==> src/rtl/motion_stream_driver.sv <==
// motion_stream_driver
//   Streaming front end for the combinational motion-corrector datapath.
//   Accepts Q16.16 points over valid/ready, registers them onto the mc_*
//   drive bus one per cycle, closes the velocity loop (v_next of one point
//   becomes v_prev of the next, cleared at frame start) and captures the
//   corrected point into an output FIFO drained over valid/ready.
//
// Ports
//   clk, rst                  clock, synchronous active-high reset
//   s_valid/s_ready           input point handshake
//   s_sof                     beat starts a frame (velocity cleared)
//   s_px/py/pz/dt/ax          input point, time step, acceleration (Q16.16)
//   mc_px/py/pz/dt/a_x/v_prev registered drive to the corrector
//   mc_v_next/cx/cy/cz        combinational corrector results
//   m_valid/m_ready           corrected point handshake
//   m_cx/cy/cz, m_sof         FIFO head (zero while empty)
//   point_cnt                 points accepted since last sof/reset
module motion_stream_driver #(
    parameter int WP         = 32,
    parameter int FIFO_DEPTH = 4,
    parameter int CNT_W      = 16
) (
    input  logic             clk,
    input  logic             rst,
    input  logic             s_valid,
    output logic             s_ready,
    input  logic             s_sof,
    input  logic [WP-1:0]    s_px,
    input  logic [WP-1:0]    s_py,
    input  logic [WP-1:0]    s_pz,
    input  logic [WP-1:0]    s_dt,
    input  logic [WP-1:0]    s_ax,
    output logic [WP-1:0]    mc_px,
    output logic [WP-1:0]    mc_py,
    output logic [WP-1:0]    mc_pz,
    output logic [WP-1:0]    mc_dt,
    output logic [WP-1:0]    mc_a_x,
    output logic [WP-1:0]    mc_v_prev,
    input  logic [WP-1:0]    mc_v_next,
    input  logic [WP-1:0]    mc_cx,
    input  logic [WP-1:0]    mc_cy,
    input  logic [WP-1:0]    mc_cz,
    output logic             m_valid,
    input  logic             m_ready,
    output logic [WP-1:0]    m_cx,
    output logic [WP-1:0]    m_cy,
    output logic [WP-1:0]    m_cz,
    output logic             m_sof,
    output logic [CNT_W-1:0] point_cnt
);
    localparam int AW = (FIFO_DEPTH > 1) ? $clog2(FIFO_DEPTH) : 1;
    localparam int NW = AW + 1;   // FIFO count, 0..FIFO_DEPTH
    localparam int OW = AW + 2;   // count + in-flight point, no wrap
    localparam int EW = 3 * WP + 1;

    logic [WP-1:0]    mc_px_q, mc_px_d, mc_py_q, mc_py_d, mc_pz_q, mc_pz_d;
    logic [WP-1:0]    mc_dt_q, mc_dt_d, mc_a_x_q, mc_a_x_d;
    logic [WP-1:0]    mc_v_prev_q, mc_v_prev_d, v_q, v_d;
    logic             s1_v_q, s1_v_d, s1_sof_q, s1_sof_d;
    logic [AW-1:0]    wr_ptr_q, wr_ptr_d, rd_ptr_q, rd_ptr_d;
    logic [NW-1:0]    cnt_q, cnt_d;
    logic [CNT_W-1:0] point_cnt_q, point_cnt_d;
    logic [EW-1:0]    mem_q [FIFO_DEPTH];
    logic [EW-1:0]    mem_d [FIFO_DEPTH];

    logic          accept, push, pop;
    logic [OW-1:0] occ;
    logic [EW-1:0] head;

    // Occupancy counts the point still in the corrector so a push can never
    // land on a full FIFO; it uses the registered count, so a pop on a full
    // FIFO does not open s_ready in the same cycle.
    assign occ     = OW'(cnt_q) + OW'(s1_v_q);
    assign s_ready = !rst && (occ < OW'(FIFO_DEPTH));
    assign accept  = s_valid && s_ready;
    assign push    = s1_v_q;
    assign pop     = m_valid && m_ready;

    always_comb begin
        mc_px_d     = mc_px_q;
        mc_py_d     = mc_py_q;
        mc_pz_d     = mc_pz_q;
        mc_dt_d     = mc_dt_q;
        mc_a_x_d    = mc_a_x_q;
        mc_v_prev_d = mc_v_prev_q;
        s1_sof_d    = s1_sof_q;
        s1_v_d      = accept;
        v_d         = v_q;
        point_cnt_d = point_cnt_q;
        wr_ptr_d    = wr_ptr_q;
        rd_ptr_d    = rd_ptr_q;
        cnt_d       = cnt_q;
        mem_d       = mem_q;

        if (accept) begin
            mc_px_d  = s_px;
            mc_py_d  = s_py;
            mc_pz_d  = s_pz;
            mc_dt_d  = s_dt;
            mc_a_x_d = s_ax;
            s1_sof_d = s_sof;
            // Back-to-back points take v_next straight from the corrector,
            // since held v only updates on this same edge.
            if (s_sof)       mc_v_prev_d = '0;
            else if (s1_v_q) mc_v_prev_d = mc_v_next;
            else             mc_v_prev_d = v_q;
            point_cnt_d = s_sof ? CNT_W'(1) : point_cnt_q + CNT_W'(1);
        end

        if (push) begin
            mem_d[wr_ptr_q] = {mc_cx, mc_cy, mc_cz, s1_sof_q};
            wr_ptr_d        = wr_ptr_q + AW'(1);
            v_d             = mc_v_next;
        end

        if (pop) rd_ptr_d = rd_ptr_q + AW'(1);

        case ({push, pop})
            2'b10:   cnt_d = cnt_q + NW'(1);
            2'b01:   cnt_d = cnt_q - NW'(1);
            default: cnt_d = cnt_q;
        endcase
    end

    always_ff @(posedge clk) begin
        if (rst) begin
            mc_px_q     <= '0;
            mc_py_q     <= '0;
            mc_pz_q     <= '0;
            mc_dt_q     <= '0;
            mc_a_x_q    <= '0;
            mc_v_prev_q <= '0;
            v_q         <= '0;
            s1_v_q      <= 1'b0;
            s1_sof_q    <= 1'b0;
            wr_ptr_q    <= '0;
            rd_ptr_q    <= '0;
            cnt_q       <= '0;
            point_cnt_q <= '0;
        end else begin
            mc_px_q     <= mc_px_d;
            mc_py_q     <= mc_py_d;
            mc_pz_q     <= mc_pz_d;
            mc_dt_q     <= mc_dt_d;
            mc_a_x_q    <= mc_a_x_d;
            mc_v_prev_q <= mc_v_prev_d;
            v_q         <= v_d;
            s1_v_q      <= s1_v_d;
            s1_sof_q    <= s1_sof_d;
            wr_ptr_q    <= wr_ptr_d;
            rd_ptr_q    <= rd_ptr_d;
            cnt_q       <= cnt_d;
            point_cnt_q <= point_cnt_d;
        end
    end

    // Storage needs no reset: entries are only visible through a non-zero count.
    always_ff @(posedge clk) begin
        mem_q <= mem_d;
    end

    assign mc_px     = mc_px_q;
    assign mc_py     = mc_py_q;
    assign mc_pz     = mc_pz_q;
    assign mc_dt     = mc_dt_q;
    assign mc_a_x    = mc_a_x_q;
    assign mc_v_prev = mc_v_prev_q;
    assign point_cnt = point_cnt_q;

    assign m_valid = (cnt_q != '0);
    assign head    = mem_q[rd_ptr_q];
    assign m_cx    = m_valid ? head[EW-1 -: WP]     : '0;
    assign m_cy    = m_valid ? head[EW-1-WP -: WP]  : '0;
    assign m_cz    = m_valid ? head[EW-1-2*WP -: WP] : '0;
    assign m_sof   = m_valid && head[0];
endmodule

==> config.mk <==
export PLATFORM = sky130hd
export DESIGN_NAME = motion_stream_driver
export DESIGN_NICKNAME = d
export VERILOG_FILES = /design/src/rtl/motion_stream_driver.sv
export SDC_FILE = /design/constraint.sdc
export NUM_CORES = 1
export LEC_CHECK = 0
export BUFFER_PORTS_ARGS = -buffer_cell sky130_fd_sc_hd__clkbuf_2
export CAP_MARGIN = 20
export CORE_AREA = 4 4 227 340
export CTS_CLUSTER_DIAMETER = 40
export CTS_CLUSTER_SIZE = 16
export DETAILED_ROUTE_END_ITERATION = 8
export DIE_AREA = 0 0 231 344
export PLACE_DENSITY_LB_ADDON = 0.12
export SLEW_MARGIN = 20
export SYNTH_ARGS = -nofsm -noshare
export SYNTH_HDL_FRONTEND = slang
export SYNTH_SLANG_ARGS = --single-unit
==> constraint.sdc <==
create_clock -name clk -period 4.6 [get_ports clk]
set_input_delay 0.46 -clock clk [delete_from_list [all_inputs] [get_ports clk]]
set_output_delay 0.46 -clock clk [all_outputs]
set_load 0.03 [all_outputs]
==> results by group <==
Yosys
  • Post-synthesis average cell area: 14.1 sq um
  • Gate count of the mapped netlist: between 1500 and 2000
  • Post-synthesis register bit count: roughly 640
  • Async S/R FF share, synth: 0%
  • Syn nets: 1966
  • Leading post-synthesis cells by cell area: sky130_fd_sc_hd__edfxtp_1 49%, sky130_fd_sc_hd__dfxtp_1 21%, sky130_fd_sc_hd__mux4_2 9.3%
  • Yosys top cell by area: sky130_fd_sc_hd__edfxtp_1
  • Yosys warnings: 0
  • Post-Syn Area: 23600 sq um
  • Portion of the post-synthesis area used by sequential elements: 70.6%
  • Number of enable flip-flop cells after synthesis: 388
  • Share of Yosys cell area claimed by the top area cell type: 49.4%
  • Number of distinct library cells after synthesis: 34
  • Post-synth top flop: sky130_fd_sc_hd__edfxtp_1

Floorplanning
  • Boundary pin count: 600
  • Placeable Area: 74500 sq um
  • Vertical die dimension: roughly 340 um
  • Initial Utilization: 31.6%
  • Number of rows created at floorplan: 123
  • Die X-Extent: 231 um
  • Die area: 79500 sq um

STA
  • Setup-failing EPs final: 0
  • Fin Setup TNS: 0 ps
  • Minimum period implied by the final worst setup slack: 3210 ps
  • Final max-slew violation count: 0
  • Final WS setup: 1390 ps
  • Transition at the pin with the smallest max-transition slack: around 900 ps
  • Final number of hold-violating endpoints: 0
  • Unrepaired setup endpoints after global routing: no
  • Worst-case headroom to the max-slew limit: 39.8%
  • Worst clock skew: 19.8 ps
  • Post-route clock period utilization: 69.7%
  • Highest clock rate: 312 MHz

Clock tree
  • Number of buffers inserted by post-CTS setup repair: 0
  • Deepest level of the CTS H-tree: 3
  • TritonCTS Buffers: 83
  • Clock latency on the worst-skew pair: 620 ps
  • Clock tree from TritonCTS: done
  • Cts repair resizes: 0
  • Maximum clock insertion buffer count: 3
  • Sink Count: 637
  • Number of buffers inserted by hold repair at cts: 0
  • Worst-path clk slew: 70 ps
  • Cell at the root of the clock tree: sky130_fd_sc_hd__clkbuf_16

Setup path
  • Required time worst endpoint: 4140 ps
  • Endpoint type of the worst setup path: output pin
  • Element type at the critical path start: flop
  • Worst-case reg-to-reg path depth: 8
  • Largest fanout on the critical path: 33
  • Category of the most critical setup path: flop to output pin
  • Critical path arrival: 2750 ps
  • Flop-to-flop setup slack: slightly below 2000 ps

Route
  • Drt first-iter violations: 779
  • Post-detailed-routing wire length: 69100 um
  • Detail-routed net length per standard cell: around 21 um
  • Number of vias after detailed routing: about 16000
  • Number of nets with antenna violations after detailed routing: 0
  • Detailed-route DRC error count: 0
  • First-pass iteration count of the detailed router: 4
  • Average vias per placed instance: 4.64

Power
  • Peak supply drop: between 0.2 and 0.3 mV
  • Areal power density over the cells: roughly 570 nW/um^2
  • Static Leak: between 10 and 15 nW
  • Fraction of power consumed by combinational cells: 23.2%
  • Sw Pwr: 0.00559 W
  • Flop pwr share: a little under two fifths
  • Clk pwr share: 38.8%
  • Internal: 0.0118 W
  • Switching Share: 32.2%

Finish
  • Share of layout cells above drive strength 1: 38.7%
  • Final std cells w/o fill: 3344
  • Core Util, Final: about two fifths
  • Area taken by flip-flops and latches: 16600 sq um
  • Area growth from synthesis to layout: 29.8%
  • Combined area of the multi-input logic cells: 6430 sq um
  • Count of filler cells inserted in the layout: 7202
  • Post-layout net count: 2560

GRT
  • Vias in the first global route: about 16000
  • Overall overflow remaining after global route: 0
  • Maximum number of pins on one net before global-route repair: approximately 160
  • Combined global-route utilization of all metal layers: 16.8%
  • Number of antenna violations at the first check in global routing: 22
  • Wire length of the first global-routing pass: 102000 um

Placement
  • IO Port Bufs: 599
  • Cell Count Post-Placement: approximately 3200
  • Routability congestion estimate: 0.810
  • Post-placement worst setup slack: 1770 ps
  • HPWL Detailed: 46300 um

Flow run
  • Number of maximum-capacitance violations: 0

Outcome
  • Outcome: complete, no violations

Min path
  • Worst hold path type: primary input to flop
  • Worst Hold Path Cells: 3
[state kept, by name, summed over array words and instances, names as in the netlist, 32 cells and up]
signal and count:
v_q 32, mc_v_prev 32, mc_px 32, mc_py 32, mc_pz 32, mc_a_x 32, mc_dt 32, mem_q 388
[power groups by stage]
stage	Sequential [W]	Combinational (W)	Clock, W
final	0.00660	0.00403	0.00675
after global routing	0.00665	0.00434	0.00718
after CTS	0.00661	0.00415	0.00695
after detailed placement	0.00673	0.00414	0
after global placement	0.00672	0.00414	0
after floorplan	0.00686	0.00260	0
[cell families (layout without fill, tap and decap cells)]
| logic type | count (synthesis) | count (layout) | synth area share (%) |
|---|---|---|---|
| xor+xnor | 9 | 9 | 0.334 |
| fa+ha+maj | 7 | 7 | 0.404 |
| compound gates | 219 | 219 | 5.53 |
| flops | 637 | 637 | 70.6 |
| buf+inv | 118 | 782 | 2.25 |
| other cells | 0 | 14 | 0 |
| mux | 130 | 130 | 10.7 |
| simple gates | 546 | 546 | 10.2 |
[metrics by stage]
step	total power, W	area, sq um	hold WS, ps
final	0.0174	30600	56.0
after global placement	0.0109	27600	442
after CTS	0.0177	30600	4.02
after floorplan	0.00946	23600	456
after global routing	0.0182	30600	22.0
after detailed placement	0.0109	27600	447
[critical path, stage by stage, from the launching register on]
cell,delay (ps)
sky130_fd_sc_hd__dfxtp_4,800
sky130_fd_sc_hd__buf_12,370
sky130_fd_sc_hd__mux4_2,540
sky130_fd_sc_hd__and2_1,220
sky130_fd_sc_hd__clkbuf_2,200
[cells in the mapped netlist, types with 4 or more instances]
cell type / n
sky130_fd_sc_hd__ha_1: 6
sky130_fd_sc_hd__mux2i_1: 33
sky130_fd_sc_hd__buf_2: 43
sky130_fd_sc_hd__clkbuf_1: 50
sky130_fd_sc_hd__nor2_1: 77
sky130_fd_sc_hd__or3_1: 10
sky130_fd_sc_hd__xor2_1: 4
sky130_fd_sc_hd__inv_1: 7
sky130_fd_sc_hd__edfxtp_1: 388
sky130_fd_sc_hd__xnor2_1: 5
sky130_fd_sc_hd__a211oi_2: 24
sky130_fd_sc_hd__a211oi_1: 8
sky130_fd_sc_hd__nand2_1: 333
sky130_fd_sc_hd__and2_1: 105
sky130_fd_sc_hd__buf_4: 8
sky130_fd_sc_hd__dfxtp_1: 249
sky130_fd_sc_hd__o21ai_0: 10
sky130_fd_sc_hd__buf_1: 8
sky130_fd_sc_hd__a21oi_1: 175
sky130_fd_sc_hd__nand3_1: 7
sky130_fd_sc_hd__mux4_2: 97
[placed cells by master (no fill, tap or decap), drive strengths merged, types with 3 or more instances in the layout]
master      n
bufinv      7
edfxtp    388
xnor2       5
nand4       5
clkbuf    692
a211oi     32
inv        37
or3        10
and2      105
clkinvlp   12
nor2       77
ha          6
o21ai      10
dfxtp     249
nand3       7
mux4       97
nand2     333
a21oi     175
and4        3
mux2i      33
buf        20
diode      14
xor2        4
clkinv     14
[metal layers]
metal,part of all wire (%),track usage (%)
met5,0.041,0
met4,2.7,5.79
met3,9.5,6.59
met2,49,27.6
met1,39,20.1
[path summary, 6_finish.rpt]
kind / start / end
hold reg to reg: mc_a_x[1]$_SDFFE_PP0P_ / mc_a_x[1]$_SDFFE_PP0P_
setup reg to reg: cnt_q[0]$_SDFFE_PP0P_ / cnt_q[2]$_SDFFE_PP0P_
hold / removal: s_ax[8] / mc_a_x[8]$_SDFFE_PP0P_
setup / recovery: rd_ptr_q[0]$_SDFFE_PP0P_ / m_cz[2]
[layout make-up]
class                   count  area share (%)
diodes                     14           0.115
inverters                   9           0.143
repair buffers            618            10.6
multi-input cells         911            21.0
clock buffers              94            7.27
flip-flops and latches    637            54.4
clock inverters            61            2.35
well taps                1000            4.09
No activity file was read; power rests on OpenSTA's default activity.
